===== config.mk =====
export PLATFORM = sky130hd
export DESIGN_NAME = ika9958_vtc
export DESIGN_NICKNAME = d
export VERILOG_FILES = /design/src/rtl/ika9958_vtc_pkg.sv /design/src/rtl/ika9958_vtc_win.sv /design/src/rtl/ika9958_vtc.sv
export SDC_FILE = /design/constraint.sdc
export NUM_CORES = 1
export LEC_CHECK = 0
export CORE_UTILIZATION = 57
export DETAILED_ROUTE_END_ITERATION = 10
export PLACE_DENSITY = 0.81
export SLEW_MARGIN = 20
export SYNTH_ARGS = -nofsm -noshare
export SYNTH_HDL_FRONTEND = slang
export SYNTH_SLANG_ARGS = --single-unit

===== constraint.sdc =====
create_clock -name i_phiA -period 6.82 [get_ports i_phiA]
set_input_delay 1.364 -clock i_phiA [delete_from_list [all_inputs] [get_ports i_phiA]]
set_output_delay 1.364 -clock i_phiA [all_outputs]
set_load 0.02 [all_outputs]

===== src/rtl/ika9958_vtc_pkg.sv =====
// rtl/ika9958_vtc_pkg.sv - shared timing constants, mode record and helpers for the video timing counter
package ika9958_vtc_pkg;

  localparam logic [8:0] H_TOTAL        = 9'd342;
  localparam logic [8:0] H_SYNC_W       = 9'd26;
  localparam logic [8:0] V_SYNC_W       = 9'd3;
  localparam logic [8:0] LINES_NTSC     = 9'd262;
  localparam logic [8:0] LINES_NTSC_ODD = 9'd263;
  localparam logic [8:0] LINES_PAL      = 9'd313;
  localparam logic [8:0] LINES_PAL_ODD  = 9'd312;

  localparam logic signed [9:0] H_ACT_BASE = 10'sd59;
  localparam logic signed [9:0] H_ACT_W    = 10'sd256;
  localparam logic signed [9:0] V_ACT_W    = 10'sd192;
  localparam logic signed [9:0] V_ACT_W_LN = 10'sd212;

  // First active line at zero adjust, indexed by {pal, ln}
  localparam logic signed [9:0] V_BASE [4] = '{10'sd27, 10'sd17, 10'sd54, 10'sd44};

  typedef struct packed {
    logic pal;
    logic il;
    logic ln;
  } vtc_mode_t;

  function automatic logic signed [9:0] sext4(input logic [3:0] v);
    return {{6{v[3]}}, v};
  endfunction

  // Odd interlaced field is one line longer on NTSC and one shorter on PAL
  function automatic logic [8:0] frame_lines(input vtc_mode_t m, input logic field);
    if (m.pal)
      return (m.il && field) ? LINES_PAL_ODD : LINES_PAL;
    return (m.il && field) ? LINES_NTSC_ODD : LINES_NTSC;
  endfunction

endpackage


===== src/rtl/ika9958_vtc_win.sv =====
// rtl/ika9958_vtc_win.sv - registered window comparator: flags start <= count < start+length
module ika9958_vtc_win (
  input  logic              i_clk,
  input  logic              i_RST_n,
  input  logic              i_en,
  input  logic signed [9:0] i_cnt,
  input  logic signed [9:0] i_start,
  input  logic signed [9:0] i_len,
  output logic              o_inside
);

  logic signed [9:0] w_end;
  logic              w_in;
  logic              r_inside;

  always_comb begin
    w_end = i_start + i_len;
    w_in  = (i_cnt >= i_start) && (i_cnt < w_end);
  end

  always_ff @(posedge i_clk) begin
    if (!i_RST_n)
      r_inside <= 1'b0;
    else if (i_en)
      r_inside <= w_in;
  end

  assign o_inside = r_inside;

endmodule


===== src/rtl/ika9958_vtc.sv =====
// rtl/ika9958_vtc.sv - dot/line counters with sync, blanking and field generation
module ika9958_vtc
  import ika9958_vtc_pkg::*;
(
  input  logic       i_phiA,
  input  logic       i_RST_n,
  input  logic       i_phiA_NCEN,
  input  logic       i_phiL_PCEN,
  input  logic       i_PAL,
  input  logic       i_IL,
  input  logic       i_LN,
  input  logic [3:0] i_HADJ,
  input  logic [3:0] i_VADJ,
  output logic [8:0] o_HCNT,
  output logic [8:0] o_VCNT,
  output logic       o_FIELD,
  output logic       o_HSYNC_n,
  output logic       o_VSYNC_n,
  output logic       o_HBLANK,
  output logic       o_VBLANK,
  output logic       o_ACTIVE,
  output logic       o_LINE_STRT,
  output logic       o_FRAME_STRT
);

  logic              w_tick, w_hwrap, w_vwrap, w_field_nx, w_hin, w_vin;
  logic [8:0]        r_hcnt, r_vcnt, w_hcnt_nx, w_vcnt_nx;
  logic              r_field, r_hsync_n, r_vsync_n, r_line_strt, r_frame_strt;
  vtc_mode_t         r_mode, w_mode_nx;
  logic [3:0]        r_hadj, r_vadj, w_hadj_nx, w_vadj_nx;
  logic signed [9:0] w_hs, w_vs, w_vlen, w_hcnt_s, w_vcnt_s;

  // Outputs are derived from next-state values so they line up with the counters they describe
  always_comb begin
    w_tick    = i_phiA_NCEN & i_phiL_PCEN;
    w_hwrap   = (r_hcnt == H_TOTAL - 9'd1);
    w_vwrap   = w_hwrap && (r_vcnt == frame_lines(r_mode, r_field) - 9'd1);
    w_hcnt_nx = w_hwrap ? 9'd0 : r_hcnt + 9'd1;
    w_vcnt_nx = r_vcnt;
    if (w_vwrap)
      w_vcnt_nx = 9'd0;
    else if (w_hwrap)
      w_vcnt_nx = r_vcnt + 9'd1;
    w_hadj_nx  = w_hwrap ? i_HADJ : r_hadj;
    w_mode_nx  = r_mode;
    w_vadj_nx  = r_vadj;
    w_field_nx = r_field;
    if (w_vwrap) begin
      w_mode_nx  = '{pal: i_PAL, il: i_IL, ln: i_LN};
      w_vadj_nx  = i_VADJ;
      w_field_nx = i_IL & ~r_field;
    end
    w_hs     = H_ACT_BASE - sext4(w_hadj_nx);
    w_vs     = V_BASE[{w_mode_nx.pal, w_mode_nx.ln}] - sext4(w_vadj_nx);
    w_vlen   = w_mode_nx.ln ? V_ACT_W_LN : V_ACT_W;
    w_hcnt_s = $signed({1'b0, w_hcnt_nx});
    w_vcnt_s = $signed({1'b0, w_vcnt_nx});
  end

  always_ff @(posedge i_phiA) begin
    if (!i_RST_n) begin
      r_hcnt       <= '0;
      r_vcnt       <= '0;
      r_field      <= 1'b0;
      r_mode       <= '0;
      r_hadj       <= '0;
      r_vadj       <= '0;
      r_hsync_n    <= 1'b0;
      r_vsync_n    <= 1'b0;
      r_line_strt  <= 1'b1;
      r_frame_strt <= 1'b1;
    end else if (w_tick) begin
      r_hcnt       <= w_hcnt_nx;
      r_vcnt       <= w_vcnt_nx;
      r_field      <= w_field_nx;
      r_mode       <= w_mode_nx;
      r_hadj       <= w_hadj_nx;
      r_vadj       <= w_vadj_nx;
      r_hsync_n    <= (w_hcnt_nx >= H_SYNC_W);
      r_vsync_n    <= (w_vcnt_nx >= V_SYNC_W);
      r_line_strt  <= (w_hcnt_nx == 9'd0);
      r_frame_strt <= (w_hcnt_nx == 9'd0) && (w_vcnt_nx == 9'd0);
    end
  end

  ika9958_vtc_win u_hwin (
    .i_clk    (i_phiA),
    .i_RST_n  (i_RST_n),
    .i_en     (w_tick),
    .i_cnt    (w_hcnt_s),
    .i_start  (w_hs),
    .i_len    (H_ACT_W),
    .o_inside (w_hin)
  );

  ika9958_vtc_win u_vwin (
    .i_clk    (i_phiA),
    .i_RST_n  (i_RST_n),
    .i_en     (w_tick),
    .i_cnt    (w_vcnt_s),
    .i_start  (w_vs),
    .i_len    (w_vlen),
    .o_inside (w_vin)
  );

  assign o_HCNT       = r_hcnt;
  assign o_VCNT       = r_vcnt;
  assign o_FIELD      = r_field;
  assign o_HSYNC_n    = r_hsync_n;
  assign o_VSYNC_n    = r_vsync_n;
  assign o_HBLANK     = ~w_hin;
  assign o_VBLANK     = ~w_vin;
  assign o_ACTIVE     = w_hin & w_vin;
  assign o_LINE_STRT  = r_line_strt;
  assign o_FRAME_STRT = r_frame_strt;

endmodule


# == Word-level counts from Yosys, hierarchy flattened ==
# Cells that the tools add are included.
# Widths: inputs -> output; s select.
# word_totals
register_bits,36
elab_cells,60
# op_classes
addsub,7
order_cmp,7
eq_ne,2
mux,15
n_bitwise,7
reduce_logical,8
# op_table
op,count
$mux 9,5
$bmux 10 s2,1
$lt 10x10->1,2
$mux 10,2
$add 9x1->9 const B,2
$logic_not 9->1,2
$add 10x9->10,1
$add 8x10->10 const B,1
$ge 10x10->1,1
$ge 10x8->1,1
$sub 10x4->10,1
$eq 9x9->1,1
$eq 9x9->1 const B,1
$ge 9x2->1 const B,1
$ge 9x5->1 const B,1
$sub 9x1->9 const B,1
$mux 4,2
$sub 7x4->8 const A,1
$logic_and 1x1->1,5
$mux 5,1
$and 1x1->1,3
$ge 3x3->1 const B,1
$mux 1,3
$mux 3,1
3 further kinds,5

# == Logic depth before layout (Yosys ltp) ==
# logic_depth
depth_word,16
ltp_mapped,28
mapped_depth_nobuf,26

# == Hierarchy ==
# From an unflattened synthesis, not the netlist that was laid out.
# unflattened
hier_cells,592
area_unflattened_um2,4493.1
# modules_own_cells
mod,instances,cells_each,area_each_um2,seq_area_each_um2
ika9958_vtc,1,358,2701.3,680.7
ika9958_vtc_win,2,117,895.9,20.0

# == Worst setup path after synthesis ==
# Ideal clock, no wire load.
# synth_path
path_type,register to register
startpoint,register r_field (netlist: o_FIELD)
endpoint,register u_vwin.r_inside (netlist: u_vwin.o_inside)
setup_ns,0.074
arrival_time_ns,5.767
required_ns,6.746
slack_ns,0.979
stages_incl_launch_ff,28
n_path_buf,2
path_cell_list,dfxtp_1 nand2_1 ha_1 xor2_1 or4_1 a2111oi_4 clkbuf_1 clkbuf_1 mux2i_1 inv_1 ha_1 fa_1 nand2b_1 nand2b_1 a21oi_1 xnor2_1 xnor2_1 ha_1 a21oi_1 nor2b_1 mux2i_1 xor2_1 ha_1 a21o_1 nand2_1 nand4b_1 a311o_1 o21ai_0
# synth_rtl
item,line,text
"start, declared",ika9958_vtc.sv:28,"logic r_field, r_hsync_n, r_vsync_n, r_line_strt, r_frame_strt;"
"start signal, assigned",ika9958_vtc.sv:75,r_field <= w_field_nx;
"end signal, assigned",ika9958_vtc_win.sv:25,r_inside <= w_in;
"end, declared",ika9958_vtc_win.sv:14,logic r_inside;

==> metrics.txt <==
number of remaining DRC errors=0; wire per inst=14.4 µm; Die Wd=78.7 µm; synth cell count leaders=ha_1 (40), dfxtp_1 (36), nand2_1 (32); Synth cell types=58; area leader, netlist=dfxtp_1; worst-margin pin slew=1010 ps; Worst EP required=7040 ps; TritonCTS clock tree=done; CTS max path bufs=2; DRT iter0 DRCs=168; routed via count divided by cell count=5.88; Final setup viols=0; Die Y-Extent=78.7 µm; WS Path Type=reg2reg; synthesized area=3350 µm²; RSZ-0062 raised after global routing=no; Avg Cell Area, Syn=7.86 µm²; mux cell area share after synthesis=6.45%; Ys Warns=0; Post-synth EDFFs=0; GRT overflow=0; VDD IR max=0.0000900 V; Setup crit end kind=flop; clock root buffer=clkbuf_8; post-synthesis compound-gate area fraction=16.8%; die area=6200 µm²; clock sink count=36; fin cells=524; DRT antenna net count=0; Area Overhead vs Synth=15.1%; status=finished, final reports clean; most common cell in the synthesized netlist=ha_1; hpwl dp=5670 µm; initial antenna violation count=0; DP Cell Count=516; port bufs=40; I/O Pins=41; headroom to the max-slew limit=32.7%; gr usage total=26.1%; setup_tns=0 ps; GP Congestion=0.879; routed via count=3080; Synth Area in XOR/XNOR=7.05%; largest net degree at the start of global routing=39; min cycle time layout=5740 ps; number of max-cap violations=0; Post-Route WL=7550 µm; part of the cycle the worst path needs=84.2%; Initial Util=60.2%; top cells by area, synth=dfxtp_1 (21%), ha_1 (15%), mux2i_1 (4.8%); flop2flop setup slack=1080 ps; post-synthesis cell count=427; # rows=27; Fmax=174 MHz; post-synthesis async set-or-reset flop share=0%; synthesized flop and latch total=36; nets@finish=507; max-slew violation count=0; layout cells sized above 1=5.09%; Clk Latency, worst-skew pair=290 ps; Final Hold Viols=0; Main synth FF type=dfxtp_1; Worst-path clk slew=80 ps; Power Density=112 nW/µm²; cts bufs inserted=5; post-synthesis sequential area ratio=21.5%; post-synthesis simple-gate area fraction=26.8%; CP Launch Type=flop; clock skew=9.09 ps; global-route wire length before repair=13100 µm; largest family of logic cells by synthesized area=simple AND/OR/NAND/NOR gates; CTS resizes=0; CTS Hold Buffers Added=0; CP arrival=5960 ps; P_leak=1.61 nW; Min-Delay Path Class=reg2reg; # diodes=0; total iterations of the first detailed-routing run=4; CP max FO=11; Core ar.=5570 µm²; adder-cell share of the synthesized area=15.5%; H-tree depth=2; number of global-route vias before repair=2796; post-synth top area share=21.5%; Setup Fix Bufs, Post-CTS=0
-- flip-flops by register name, summed over array words and instances (netlist names) --
name,count
r_mode,3
o_VSYNC_n,1
o_HCNT,9
o_HSYNC_n,1
u_hwin.o_inside,1
o_VCNT,9
r_vadj,4
u_vwin.o_inside,1
r_hadj,4
o_FRAME_STRT,1
o_FIELD,1
o_LINE_STRT,1
-- per-layer routing --
metal / vias up / track usage (%) / wire length (µm) / part of all wire, %
met4: 0 / 5.56 / 111 / 1.5
met5: - / 0 / 0 / 0
li1: 1550 / - / - / -
met3: 16 / 4.02 / 364 / 4.8
met1: 1435 / 35.9 / 3660 / 49
met2: 79 / 42.8 / 3410 / 45
-- worst max-delay path, cell delays in order, from the launching register on --
cell and delay (ps):
dfxtp_1 340, nand2_1 120, inv_1 60, ha_1 190, xor2_1 140, or4_4 450, a2111oi_4 790, mux2i_1 310
inv_1 110, ha_1 230, fa_1 390, nand2b_1 180, nand2b_1 80, a21oi_1 90, xnor2_1 190, xnor2_1 120
ha_1 370, a21oi_1 200, nor2_1 60, mux2i_1 190, xor2_1 100, ha_1 190, a21o_1 150, nand2_1 60
nand4b_1 100, a311o_1 340, o21ai_0 140
-- cell usage in the layout (no fill, tap or decap), types with 3 or more instances in the layout --
cell	count
a21oi_1	22
or4_1	3
xor2_1	10
nand4_1	3
o22ai_1	3
mux2i_1	16
o211a_1	4
nand2_1	32
nand3_1	16
buf_4	5
nor2b_1	23
clkdlybuf4s50_1	40
clkbuf_8	5
and3_1	5
nand4b_1	4
nor3b_1	4
o211ai_1	4
and2_1	4
nand2b_1	13
a21boi_0	5
ha_1	40
xnor2_1	17
o21a_1	3
nor2_1	31
o21ai_0	21
a21o_1	4
a31oi_1	5
mux2_2	5
inv_1	21
dfxtp_1	36
nor3_1	13
-- cell families (layout without fill, tap and decap cells) --
family	after synthesis	count (layout)
simple gates	166	166
compound gates	85	85
buf+inv	50	74
fa+ha+maj	41	41
flops	36	36
xor+xnor	27	27
mux	21	21
other cells	1	2
-- metrics by stage --
step	hold WS (ps)	total power [mW]	instance area [µm²]	setup slack, ps	util, %
6_report	471	0.433	3860	1080	69.2
5_1_grt	496	0.454	3860	545	69.2
4_1_cts	478	0.437	3860	1070	69.2
3_5_place_dp	460	0.279	3770	1110	67.6
3_3_place_gp	447	0.278	3770	1340	67.6
2_1_floorplan	444	0.256	3360	979	-
-- area by class of cell --
type / instances / area, µm²
fillers: 492 / 1710
inverters: 21 / 78.8
well taps: 72 / 90.1
repair buffers: 45 / 438
clock inverters: 3 / 21.3
flip-flops and latches: 36 / 721
clock buffers: 5 / 68.8
multi-input cells: 342 / 2440
-- path summary, 6_finish.rpt --
kind | startpoint | depth (start not counted) | to
worst max register to register | o_FIELD$_SDFFE_PN0P_ | 26 | u_vwin.o_inside$_SDFFE_PN0P_
worst min register to register | o_VSYNC_n$_SDFFE_PN0P_ | 2 | o_VSYNC_n$_SDFFE_PN0P_
worst min-delay path | o_VSYNC_n$_SDFFE_PN0P_ | 2 | o_VSYNC_n$_SDFFE_PN0P_
worst max-delay path | o_FIELD$_SDFFE_PN0P_ | 26 | u_vwin.o_inside$_SDFFE_PN0P_
-- power breakdown --
group	internal [mW]	switching, mW
clock	0.0725	0.0855
sequential	0.214	0.00487
combinational	0.0268	0.0286
Note: power is estimated with default switching activity, not from simulation.
